<file path="src/rtl/i2c_pkg.sv">
// Shared constants for the I2C target front end: FSM encoding, 10-bit prefix, bus ack levels.
package i2c_pkg;

  localparam logic [3:0] StIdle    = 4'd0;
  localparam logic [3:0] StAddr1   = 4'd1;
  localparam logic [3:0] StAddr2   = 4'd2;
  localparam logic [3:0] StAckAddr = 4'd3;
  localparam logic [3:0] StWrData  = 4'd4;
  localparam logic [3:0] StAckWr   = 4'd5;
  localparam logic [3:0] StRdData  = 4'd6;
  localparam logic [3:0] StRdAck   = 4'd7;
  localparam logic [3:0] StIgnore  = 4'd8;

  localparam logic [4:0] START_PREFIX_10B = 5'b11110;

  localparam logic ACK  = 1'b0;
  localparam logic NACK = 1'b1;

endpackage

</file>
<file path="src/rtl/i2c_line_sync.sv">
// Synchronizes raw scl/sda and derives scl edges plus START/STOP bus conditions.
module i2c_line_sync #(
  parameter int unsigned SYNC_STAGES = 2
) (
  input  logic clk,
  input  logic rst,
  input  logic scl_in,
  input  logic sda_in,
  output logic sda,
  output logic scl_rise,
  output logic scl_fall,
  output logic start_cond,
  output logic stop_cond
);

  logic [SYNC_STAGES-1:0] scl_sync_q;
  logic [SYNC_STAGES-1:0] sda_sync_q;
  logic                   scl_hist_q;
  logic                   sda_hist_q;
  logic                   scl_s;
  logic                   sda_s;

  // Flops reset to the idle-bus level so release of reset never looks like an edge.
  always_ff @(posedge clk or negedge rst) begin
    if (!rst) begin
      scl_sync_q <= '1;
      sda_sync_q <= '1;
      scl_hist_q <= 1'b1;
      sda_hist_q <= 1'b1;
    end else begin
      scl_sync_q <= {scl_sync_q[SYNC_STAGES-2:0], scl_in};
      sda_sync_q <= {sda_sync_q[SYNC_STAGES-2:0], sda_in};
      scl_hist_q <= scl_s;
      sda_hist_q <= sda_s;
    end
  end

  assign scl_s      = scl_sync_q[SYNC_STAGES-1];
  assign sda_s      = sda_sync_q[SYNC_STAGES-1];
  assign sda        = sda_s;
  assign scl_rise   = scl_s & ~scl_hist_q;
  assign scl_fall   = ~scl_s & scl_hist_q;
  assign start_cond = scl_s & scl_hist_q & sda_hist_q & ~sda_s;
  assign stop_cond  = scl_s & scl_hist_q & ~sda_hist_q & sda_s;

endmodule

</file>
<file path="src/rtl/i2c_target_frontend.sv">
// I2C target front end: address match over NUM_CH channels, write byte strobes, read byte fetch.
module i2c_target_frontend
  import i2c_pkg::*;
#(
  parameter int unsigned NUM_CH      = 2,
  parameter int unsigned ADDR10      = 0,
  parameter int unsigned SYNC_STAGES = 2,
  parameter int unsigned CH_W        = 3
) (
  input  logic                   clk,
  input  logic                   rst,
  input  logic                   scl_in,
  input  logic                   sda_in,
  output logic                   sda_oe,
  input  logic [NUM_CH*10-1:0]   own_addr,
  input  logic [NUM_CH-1:0]      ch_en,
  output logic                   busy,
  output logic                   sel,
  output logic [CH_W-1:0]        sel_ch,
  output logic                   rw,
  output logic [7:0]             rx_data,
  output logic                   rx_valid,
  input  logic [7:0]             tx_data,
  output logic                   tx_req,
  output logic                   start_det,
  output logic                   stop_det,
  output logic                   nack_det
);

  logic sda_s, scl_rise, scl_fall, start_cond, stop_cond;

  i2c_line_sync #(
    .SYNC_STAGES (SYNC_STAGES)
  ) u_line_sync (
    .clk        (clk),
    .rst        (rst),
    .scl_in     (scl_in),
    .sda_in     (sda_in),
    .sda        (sda_s),
    .scl_rise   (scl_rise),
    .scl_fall   (scl_fall),
    .start_cond (start_cond),
    .stop_cond  (stop_cond)
  );

  logic [3:0]      state_q, state_d;
  logic [3:0]      cnt_q, cnt_d;
  logic [6:0]      shift_q, shift_d;
  logic [6:0]      tx_shift_q, tx_shift_d;
  logic            tx_ld_q;
  logic            oe_q, oe_d;
  logic            busy_q, busy_d;
  logic            sel_q, sel_d;
  logic [CH_W-1:0] sel_ch_q, sel_ch_d;
  logic            rw_q, rw_d;
  logic [1:0]      hi_q, hi_d;
  logic            matched_q, matched_d;
  logic            addr2_pend_q, addr2_pend_d;
  logic [7:0]      rx_data_q, rx_data_d;
  logic            rx_valid_q, rx_valid_d;
  logic            tx_req_q, tx_req_d;
  logic            start_q, start_d;
  logic            stop_q, stop_d;
  logic            nack_q, nack_d;

  // The byte as it stands including the bit being sampled this clk.
  logic [7:0]        byte_in;
  logic [NUM_CH-1:0] hit7, hit_hi, hit10, hit_vec;
  logic [CH_W-1:0]   hit_idx;
  logic              hit_sr;

  assign byte_in = {shift_q, sda_s};

  always_comb begin
    hit7    = '0;
    hit_hi  = '0;
    hit10   = '0;
    hit_sr  = 1'b0;
    hit_idx = '0;
    for (int k = 0; k < NUM_CH; k++) begin
      hit7[k]   = ch_en[k] && (own_addr[10*k +: 7] == byte_in[7:1]);
      hit_hi[k] = ch_en[k] && (own_addr[10*k+8 +: 2] == byte_in[2:1]);
      hit10[k]  = ch_en[k] && (own_addr[10*k +: 10] == {hi_q, byte_in});
    end
    hit_vec = (state_q == StAddr2) ? hit10 : hit7;
    for (int k = NUM_CH - 1; k >= 0; k--) begin
      if (hit_vec[k]) hit_idx = CH_W'(k);
    end
    // 10-bit read after Sr reuses the channel fully matched earlier in this busy period.
    for (int k = 0; k < NUM_CH; k++) begin
      if (sel_ch_q == CH_W'(k) && hit_hi[k]) hit_sr = matched_q;
    end
  end

  always_comb begin
    state_d      = state_q;
    cnt_d        = cnt_q;
    shift_d      = shift_q;
    tx_shift_d   = tx_shift_q;
    oe_d         = oe_q;
    busy_d       = busy_q;
    sel_d        = sel_q;
    sel_ch_d     = sel_ch_q;
    rw_d         = rw_q;
    hi_d         = hi_q;
    matched_d    = matched_q;
    addr2_pend_d = addr2_pend_q;
    rx_data_d    = rx_data_q;
    rx_valid_d   = 1'b0;
    tx_req_d     = 1'b0;
    start_d      = 1'b0;
    stop_d       = 1'b0;
    nack_d       = 1'b0;

    if (stop_cond) begin
      state_d      = StIdle;
      busy_d       = 1'b0;
      sel_d        = 1'b0;
      oe_d         = 1'b0;
      stop_d       = 1'b1;
      matched_d    = 1'b0;
      addr2_pend_d = 1'b0;
      cnt_d        = '0;
    end else if (start_cond) begin
      state_d      = StAddr1;
      busy_d       = 1'b1;
      sel_d        = 1'b0;
      oe_d         = 1'b0;
      start_d      = 1'b1;
      addr2_pend_d = 1'b0;
      cnt_d        = '0;
    end else begin
      if (tx_ld_q && state_q == StRdData) begin
        tx_shift_d = tx_data[6:0];
        oe_d       = ~tx_data[7];
      end
      case (state_q)
        StAddr1, StAddr2: begin
          if (scl_rise) begin
            shift_d = byte_in[6:0];
            cnt_d   = cnt_q + 4'd1;
            if (cnt_q == 4'd7) begin
              if (state_q == StAddr2) begin
                if (|hit10) begin
                  sel_d     = 1'b1;
                  sel_ch_d  = hit_idx;
                  rw_d      = 1'b0;
                  matched_d = 1'b1;
                end else begin
                  state_d = StIgnore;
                end
              end else if (ADDR10 == 0) begin
                if (|hit7) begin
                  sel_d    = 1'b1;
                  sel_ch_d = hit_idx;
                  rw_d     = byte_in[0];
                end else begin
                  state_d = StIgnore;
                end
              end else if (byte_in[7:3] != START_PREFIX_10B) begin
                state_d = StIgnore;
              end else if (!byte_in[0]) begin
                if (|hit_hi) begin
                  hi_d         = byte_in[2:1];
                  addr2_pend_d = 1'b1;
                end else begin
                  state_d = StIgnore;
                end
              end else if (hit_sr) begin
                sel_d = 1'b1;
                rw_d  = 1'b1;
              end else begin
                state_d = StIgnore;
              end
            end
          end else if (scl_fall && cnt_q == 4'd8) begin
            oe_d    = ~ACK;
            state_d = StAckAddr;
            cnt_d   = '0;
          end
        end
        StAckAddr: begin
          if (scl_fall) begin
            oe_d  = 1'b0;
            cnt_d = '0;
            if (addr2_pend_q) begin
              state_d      = StAddr2;
              addr2_pend_d = 1'b0;
            end else if (rw_q) begin
              state_d  = StRdData;
              tx_req_d = 1'b1;
            end else begin
              state_d = StWrData;
            end
          end
        end
        StWrData: begin
          if (scl_rise) begin
            shift_d = byte_in[6:0];
            cnt_d   = cnt_q + 4'd1;
            if (cnt_q == 4'd7) begin
              rx_data_d  = byte_in;
              rx_valid_d = 1'b1;
            end
          end else if (scl_fall && cnt_q == 4'd8) begin
            oe_d    = ~ACK;
            state_d = StAckWr;
            cnt_d   = '0;
          end
        end
        StAckWr: begin
          if (scl_fall) begin
            oe_d    = 1'b0;
            state_d = StWrData;
          end
        end
        StRdData: begin
          if (scl_rise) begin
            cnt_d = cnt_q + 4'd1;
          end else if (scl_fall) begin
            if (cnt_q == 4'd8) begin
              oe_d    = 1'b0;
              state_d = StRdAck;
              cnt_d   = '0;
            end else begin
              oe_d       = ~tx_shift_q[6];
              tx_shift_d = {tx_shift_q[5:0], 1'b0};
            end
          end
        end
        StRdAck: begin
          if (scl_rise) begin
            if (sda_s == NACK) begin
              nack_d  = 1'b1;
              state_d = StIgnore;
            end
          end else if (scl_fall) begin
            state_d  = StRdData;
            tx_req_d = 1'b1;
          end
        end
        default: ;
      endcase
    end
  end

  always_ff @(posedge clk or negedge rst) begin
    if (!rst) begin
      state_q      <= StIdle;
      cnt_q        <= '0;
      shift_q      <= '0;
      tx_shift_q   <= '0;
      tx_ld_q      <= 1'b0;
      oe_q         <= 1'b0;
      busy_q       <= 1'b0;
      sel_q        <= 1'b0;
      sel_ch_q     <= '0;
      rw_q         <= 1'b0;
      hi_q         <= '0;
      matched_q    <= 1'b0;
      addr2_pend_q <= 1'b0;
      rx_data_q    <= '0;
      rx_valid_q   <= 1'b0;
      tx_req_q     <= 1'b0;
      start_q      <= 1'b0;
      stop_q       <= 1'b0;
      nack_q       <= 1'b0;
    end else begin
      state_q      <= state_d;
      cnt_q        <= cnt_d;
      shift_q      <= shift_d;
      tx_shift_q   <= tx_shift_d;
      tx_ld_q      <= tx_req_q;
      oe_q         <= oe_d;
      busy_q       <= busy_d;
      sel_q        <= sel_d;
      sel_ch_q     <= sel_ch_d;
      rw_q         <= rw_d;
      hi_q         <= hi_d;
      matched_q    <= matched_d;
      addr2_pend_q <= addr2_pend_d;
      rx_data_q    <= rx_data_d;
      rx_valid_q   <= rx_valid_d;
      tx_req_q     <= tx_req_d;
      start_q      <= start_d;
      stop_q       <= stop_d;
      nack_q       <= nack_d;
    end
  end

  assign sda_oe    = oe_q;
  assign busy      = busy_q;
  assign sel       = sel_q;
  assign sel_ch    = sel_ch_q;
  assign rw        = rw_q;
  assign rx_data   = rx_data_q;
  assign rx_valid  = rx_valid_q;
  assign tx_req    = tx_req_q;
  assign start_det = start_q;
  assign stop_det  = stop_q;
  assign nack_det  = nack_q;

endmodule

</file>
<file path="config.mk">
export PLATFORM = sky130hd
export DESIGN_NAME = i2c_target_frontend
export DESIGN_NICKNAME = d
export VERILOG_FILES = /design/src/rtl/i2c_pkg.sv /design/src/rtl/i2c_line_sync.sv /design/src/rtl/i2c_target_frontend.sv
export SDC_FILE = /design/constraint.sdc
export NUM_CORES = 1
export LEC_CHECK = 0
export CAP_MARGIN = 10
export CORE_MARGIN = 4
export CORE_UTILIZATION = 45
export DETAILED_ROUTE_END_ITERATION = 6
export PLACE_DENSITY = 0.68
export SETUP_SLACK_MARGIN = 0.1
export SLEW_MARGIN = 15
export SYNTH_ARGS = -nofsm -noshare
export SYNTH_HDL_FRONTEND = slang
export SYNTH_SLANG_ARGS = --single-unit
</file>
<file path="constraint.sdc">
create_clock -name clk -period 2.85 [get_ports clk]
set_input_delay 0.4275 -clock clk [delete_from_list [all_inputs] [get_ports clk]]
set_output_delay 0.4275 -clock clk [all_outputs]
set_load 0.02 [all_outputs]
</file>
**Word-level counts from Yosys, hierarchy flattened**

Cells that the tools add are included.

- Register bits: 50
- Bits of input ports: 34
- Output and inout bits: 20
- Logic and storage cells: 186

- $add $sub $neg: 1
- Equal/unequal tests: 31
- Multiplexer cells: 89
- Bitwise operators: 15
- Reduce and logical (&&, ||, !) cells: 29

Operator list:

| kind | count |
|---|---|
| 4-bit 2-to-1 mux | 26 |
| 1-bit 2-to-1 mux | 48 |
| 7-bit 2-to-1 mux | 5 |
| 4-bit != test (second input constant) | 6 |
| 4-bit case mux with 6 select lines | 1 |
| 10-bit by 8-bit equality test with 1-bit output | 2 |
| 4-bit by 3-bit equality test with 1-bit output (second input constant) | 5 |
| 5-bit != test (second input constant) | 4 |
| 5-bit AND reduction | 3 |
| 3-bit nonzero test | 5 |
| 7-bit equality test | 2 |
| 14-bit AND reduction | 1 |
| 3-bit 2-to-1 mux | 4 |
| 6-bit != test (second input constant) | 2 |
| 4-bit case mux with 3 select lines | 1 |
| 5-bit by 4-bit != test with 1-bit output (second input constant) | 2 |
| 4-bit by 2-bit equality test with 1-bit output (second input constant) | 2 |
| 4-bit by 3-bit != test with 1-bit output (second input constant) | 2 |
| 1-bit inverter | 8 |
| 8-bit nonzero test | 1 |
| 2-bit OR reduction | 4 |
| 1-bit AND | 7 |
| 7-bit AND reduction | 1 |
| 1-bit logical AND | 6 |
| 14 further kinds | 17 |

**Depth between registers and ports, before layout**

- Depth after elaboration: 10
- Gate-level depth with buffers: 9
- Gate-level depth less buffers: 8

**Cells and area by module**

A second synthesis with hierarchy kept.

- Cell total of the unflattened synthesis: 290
- Area, all modules: 2668.8 µm²

Modules (own cells, without submodules):

| module | instances | cells each | area an instance (µm²) | seq. area each (µm²) |
|---|---|---|---|---|
| i2c_target_frontend | 1 | 280 | 2478.6 | 1026.0 |
| i2c_line_sync | 1 | 10 | 190.2 | 157.7 |

**Worst setup path before layout**

No wires, ideal clock.

- Path kind: register to register
- Start: register u_line_sync.scl_hist_q
- End: register state_q[2]
- Setup time: 0.123 ns
- Arrival time: 1.945 ns
- Data required time: 2.727 ns
- Setup slack: 0.783 ns
- Cell stages (with the launch flop): 8
- Path buffers: 0
- Clock period less this slack: 2.067 ns
- Cells stage by stage: dfstp_2 > inv_1 > ha_1 > and3_1 > o21ai_0 > a221oi_1 > or3_4 > o221a_2

- Word-level cells in the longest chain between the ends: 6
- Elaborated cells on any way between the ends: 29
- Classes of those cells: eq/ne: 13; mux: 5; bitwise: 8; reduce/logical: 3

Ends and longest elaborated chain:

| what | line | text |
|---|---|---|
| start: declaration | i2c_line_sync.sv:18 | `logic scl_hist_q;` |
| start signal: assignment | i2c_line_sync.sv:33 | `scl_hist_q <= scl_s;` |
| branches (longest 6 deep; another with 14-bit AND reduction) | -- |  |
| end signal: assignment | i2c_target_frontend.sv:249 | `state_q <= StIdle;` |
| end signal: assignment | i2c_target_frontend.sv:269 | `state_q <= state_d;` |
| end: declaration | i2c_target_frontend.sv:46 | `logic [3:0] state_q, state_d;` |

Parallel ways; which one is timed is not known.
A chain may end at the register's enable or synchronous reset.

**Worst setup path after layout**

- Start: register u_line_sync.scl_hist_q
- End: register state_q[0]

The elaborated chain is that of the path after synthesis.

==> flow_summary_export.csv <==
group,metric,value,unit
clocking,htree_levels,2,
logic_synthesis,yosys.area.top_type,"dfrtp_1",
finish,final_core_util,0.5739,
pwr,clockPowerShare,0.204,
setup_path,arrival,2.43,ns
clocking,cts.repair.resized,0,
pwr,leakagePower,1.450,nW
placed_design,dp_hpwl,4831,µm
setup_path,r2r_start,"u_line_sync.scl_hist_q$_DFF_PN1_",
finish,final_nets,370,
global_routing,grt_util_all_layers,0.1790,
setup_path,cpMaxStageDelayCell,"dfstp_2",
pwr,powerDensity,732.8,nW/µm²
route,postRouteAntennaNets,0,
logic_synthesis,avgSynthCellArea,9.733,µm²
setup_path,endpoint_kind,"flop",
pwr,netSwitchingFraction,0.3889,
clocking,clock-sinks,47,
logic_synthesis,yosys.cell_count.top_type,"dfrtp_1",
logic_synthesis,synth_cell_types,60,
timing,grt_setup_unrepaired,"false",
clocking,cts_max_path_buffers,2,
global_routing,antenna_found_initial,0,
clocking,insertion_delay,0.31,ns
timing,hold_viol,0,
finish,area_growth,21.81,%
route,num_vias,2267,
global_routing,overflow,0,
clocking,cts_tree,"built",
die,fp-row-count,28,
pwr,switchingPower,0.9797,mW
timing,finalSetupViolations,0,
timing,fin_setup_tns,0,ns
route,drtIter0Drc,106,
setup_path,worstPathCellList,"inv_1 -> ha_1 -> and2_1 -> a31oi_1 -> o211ai_1 -> o31ai_1 -> o41ai_2 -> mux2i_1",
finish,drive_above_1_share,0.1295,
logic_synthesis,synth-edff-count,0,
logic_synthesis,syn_area,2823,µm²
outcome,status,"completed",
setup_path,cpPeakStageDelay,0.55,ns
setup_path,cp_top_family,"compound AO/OA/AOI/OAI gates",
logic_synthesis,ys_ff_latch,47,
pwr,combPwrFrac,0.381,
logic_synthesis,syn_inst,290,
timing,slew_viol_final,0,
clocking,numCtsBuffers,5,
setup_path,cp-start-kind,"flop",
logic_synthesis,async_reset_ff_frac,1.000,
logic_synthesis,seq_area_frac_synth,0.4193,
logic_synthesis,yosysWarnings,0,
setup_path,critical_path_peak_fanout,10,
setup_path,required,3.04,ns
die,fp.dieW,87.20,µm
clocking,cts_hold_buf,0,
pwr,power.internal,1.540,mW
die,ios,54,
timing,max_freq,446.6,MHz
die,dieHeight,87.20,µm
global_routing,grt_pass1_vias,2282,
pwr,ir_drop,0.4277,mV
clocking,postCtsSetupBuffers,0,
timing,period_needed,2.239,ns
global_routing,grt_pass1_wl,10850,µm
placed_design,place_congestion,0.8766,
clocking,cts_root_buf,"clkbuf_8",
logic_synthesis,ys_top_cells_by_count,"dfrtp_1 (41), nor2_1 (31), xnor2_1 (25)",
finish,diodes,0,
die,core,5991,µm²
die,start_util,0.4712,
job,max_cap_viol_count,0,
timing,period_share,0.7857,
setup_path,path_class,"reg2reg",
timing,tightestPinTransition,1.037,ns
placed_design,numPortBuffers,51,
route,routed_wirelength,6462,µm
timing,relSlewSlack,0.3084,
route,via_per_inst,5.570,
global_routing,grt_max_degree,48,
setup_path,cp-startpoint,"u_line_sync.scl_hist_q$_DFF_PN1_",
route,drc_errors,0,
pwr,p_seq_frac,0.415,
setup_path,cp_num_buf_inv,1,
logic_synthesis,synthFlopType,"dfrtp_1",
hold_path,hold_path_class,"in2async",
logic_synthesis,synth_top_area_frac,0.3635,
timing,fin_skew,0.009708,ns
clocking,clkSlewWorstSetupHoldPaths,0.10,ns
die,dieArea,7604,µm²
logic_synthesis,synth.area.top_cells,"dfrtp_1 (36%), xnor2_1 (7.8%), mux2_2 (6.0%)",
route,drt-wirelength-per-cell,15.88,µm
route,firstDrtPassIters,4,
[power groups by stage]
stage	sequential [mW]	clock [mW]	combinational, mW
after floorplan	0.857	0	0.947
after global placement	1.05	0	0.934
after detailed placement	1.06	0	0.948
after CTS	1.05	0.525	0.957
after global routing	1.08	0.548	1.06
final	1.05	0.515	0.959
[cells by family (layout without fill, tap and decap cells)]
group | count (synthesis) | count (layout) | synth area share
and+or+nand+nor | 100 | 100 | 0.1800
AOI/OAI and AO/OA | 54 | 54 | 0.1432
DFF | 47 | 47 | 0.4193
xor gates and xnor gates | 34 | 34 | 0.1082
buffers and inverters | 31 | 72 | 0.05540
muxes | 18 | 18 | 0.07048
adders and majority gates | 5 | 5 | 0.02216
other | 1 | 2 | 0.001329
[worst reg2reg max path, stage by stage, from the launching register on]
cell      delay, ns
dfstp_2        0.55
inv_1          0.04
ha_1           0.30
and2_1         0.21
a31oi_1        0.17
o211ai_1       0.13
o31ai_1        0.39
o41ai_2        0.18
mux2i_1        0.14
[layout make-up]
class,instances,area (µm²)
inverter,12,45.04
clock inverter,3,47.55
fill,538,2552
clock buffer,5,68.82
multi-input combinational,213,1486
tap,75,93.84
sequential,47,1184
timing repair buffer,52,513.0
[layout by cell type (no fill, tap or decap), drive strengths merged, types with 4 or more instances in the layout]
master,synthesis,final
nand3b,4,4
nor2,33,33
o21ai,13,13
clkbuf,1,5
dfstp,6,6
ha,5,5
xnor2,25,25
inv,12,13
nand2b,5,5
xor2,9,9
clkdlybuf4s50,0,50
mux2,15,15
a21oi,12,12
dfrtp,41,41
o22a,6,6
nand3,9,9
nor3,6,6
nand4,6,6
nand2,20,20
[per-layer routing]
layer  vias to the layer above  track usage  wire [µm]
met2                        77       0.2968       3098
li1                       1085            -          -
met4                         0      0.03905         51
met3                         7      0.05298        480
met5                         -            0          0
met1                      1098       0.2320       2832
[worst paths after layout]
check                      depth (start not counted)  slack [ns]                                  end
max                                                8        0.61               state_q[0]$_DFFE_PN0P_
min                                                1        0.29               rx_data[7]$_DFFE_PN0P_
max reg2reg                                        8        0.61               state_q[0]$_DFFE_PN0P_
max in group asynchronous                          1        1.91            tx_shift_q[5]$_DFFE_PN0P_
min in group clk                                   0        0.36  u_line_sync.scl_sync_q[1]$_DFF_PN1_
min reg2reg                                        0        0.36  u_line_sync.scl_sync_q[1]$_DFF_PN1_
[flip-flops by register name (all words and copies together) (netlist names), 2 cells and up]
register	cells
rx_data	8
shift_q	7
tx_shift_q	7
cnt_q	4
state_q	4
u_line_sync.scl_sync_q	2
u_line_sync.sda_sync_q	2
[through the flow]
stage	total power, mW	cell area, µm²	instances	hold WS (ns)	worst slack, ns
after floorplan	1.804	2826	291	0.1319	0.7825
after global placement	1.987	3322	399	0.3465	0.5616
after detailed placement	2.007	3322	399	0.3478	0.5344
after CTS	2.528	3438	407	0.3339	0.5982
after global routing	2.686	3438	407	0.3655	0.4309
final	2.520	3438	407	0.2929	0.6107
(Power assumes the default switching activity.)
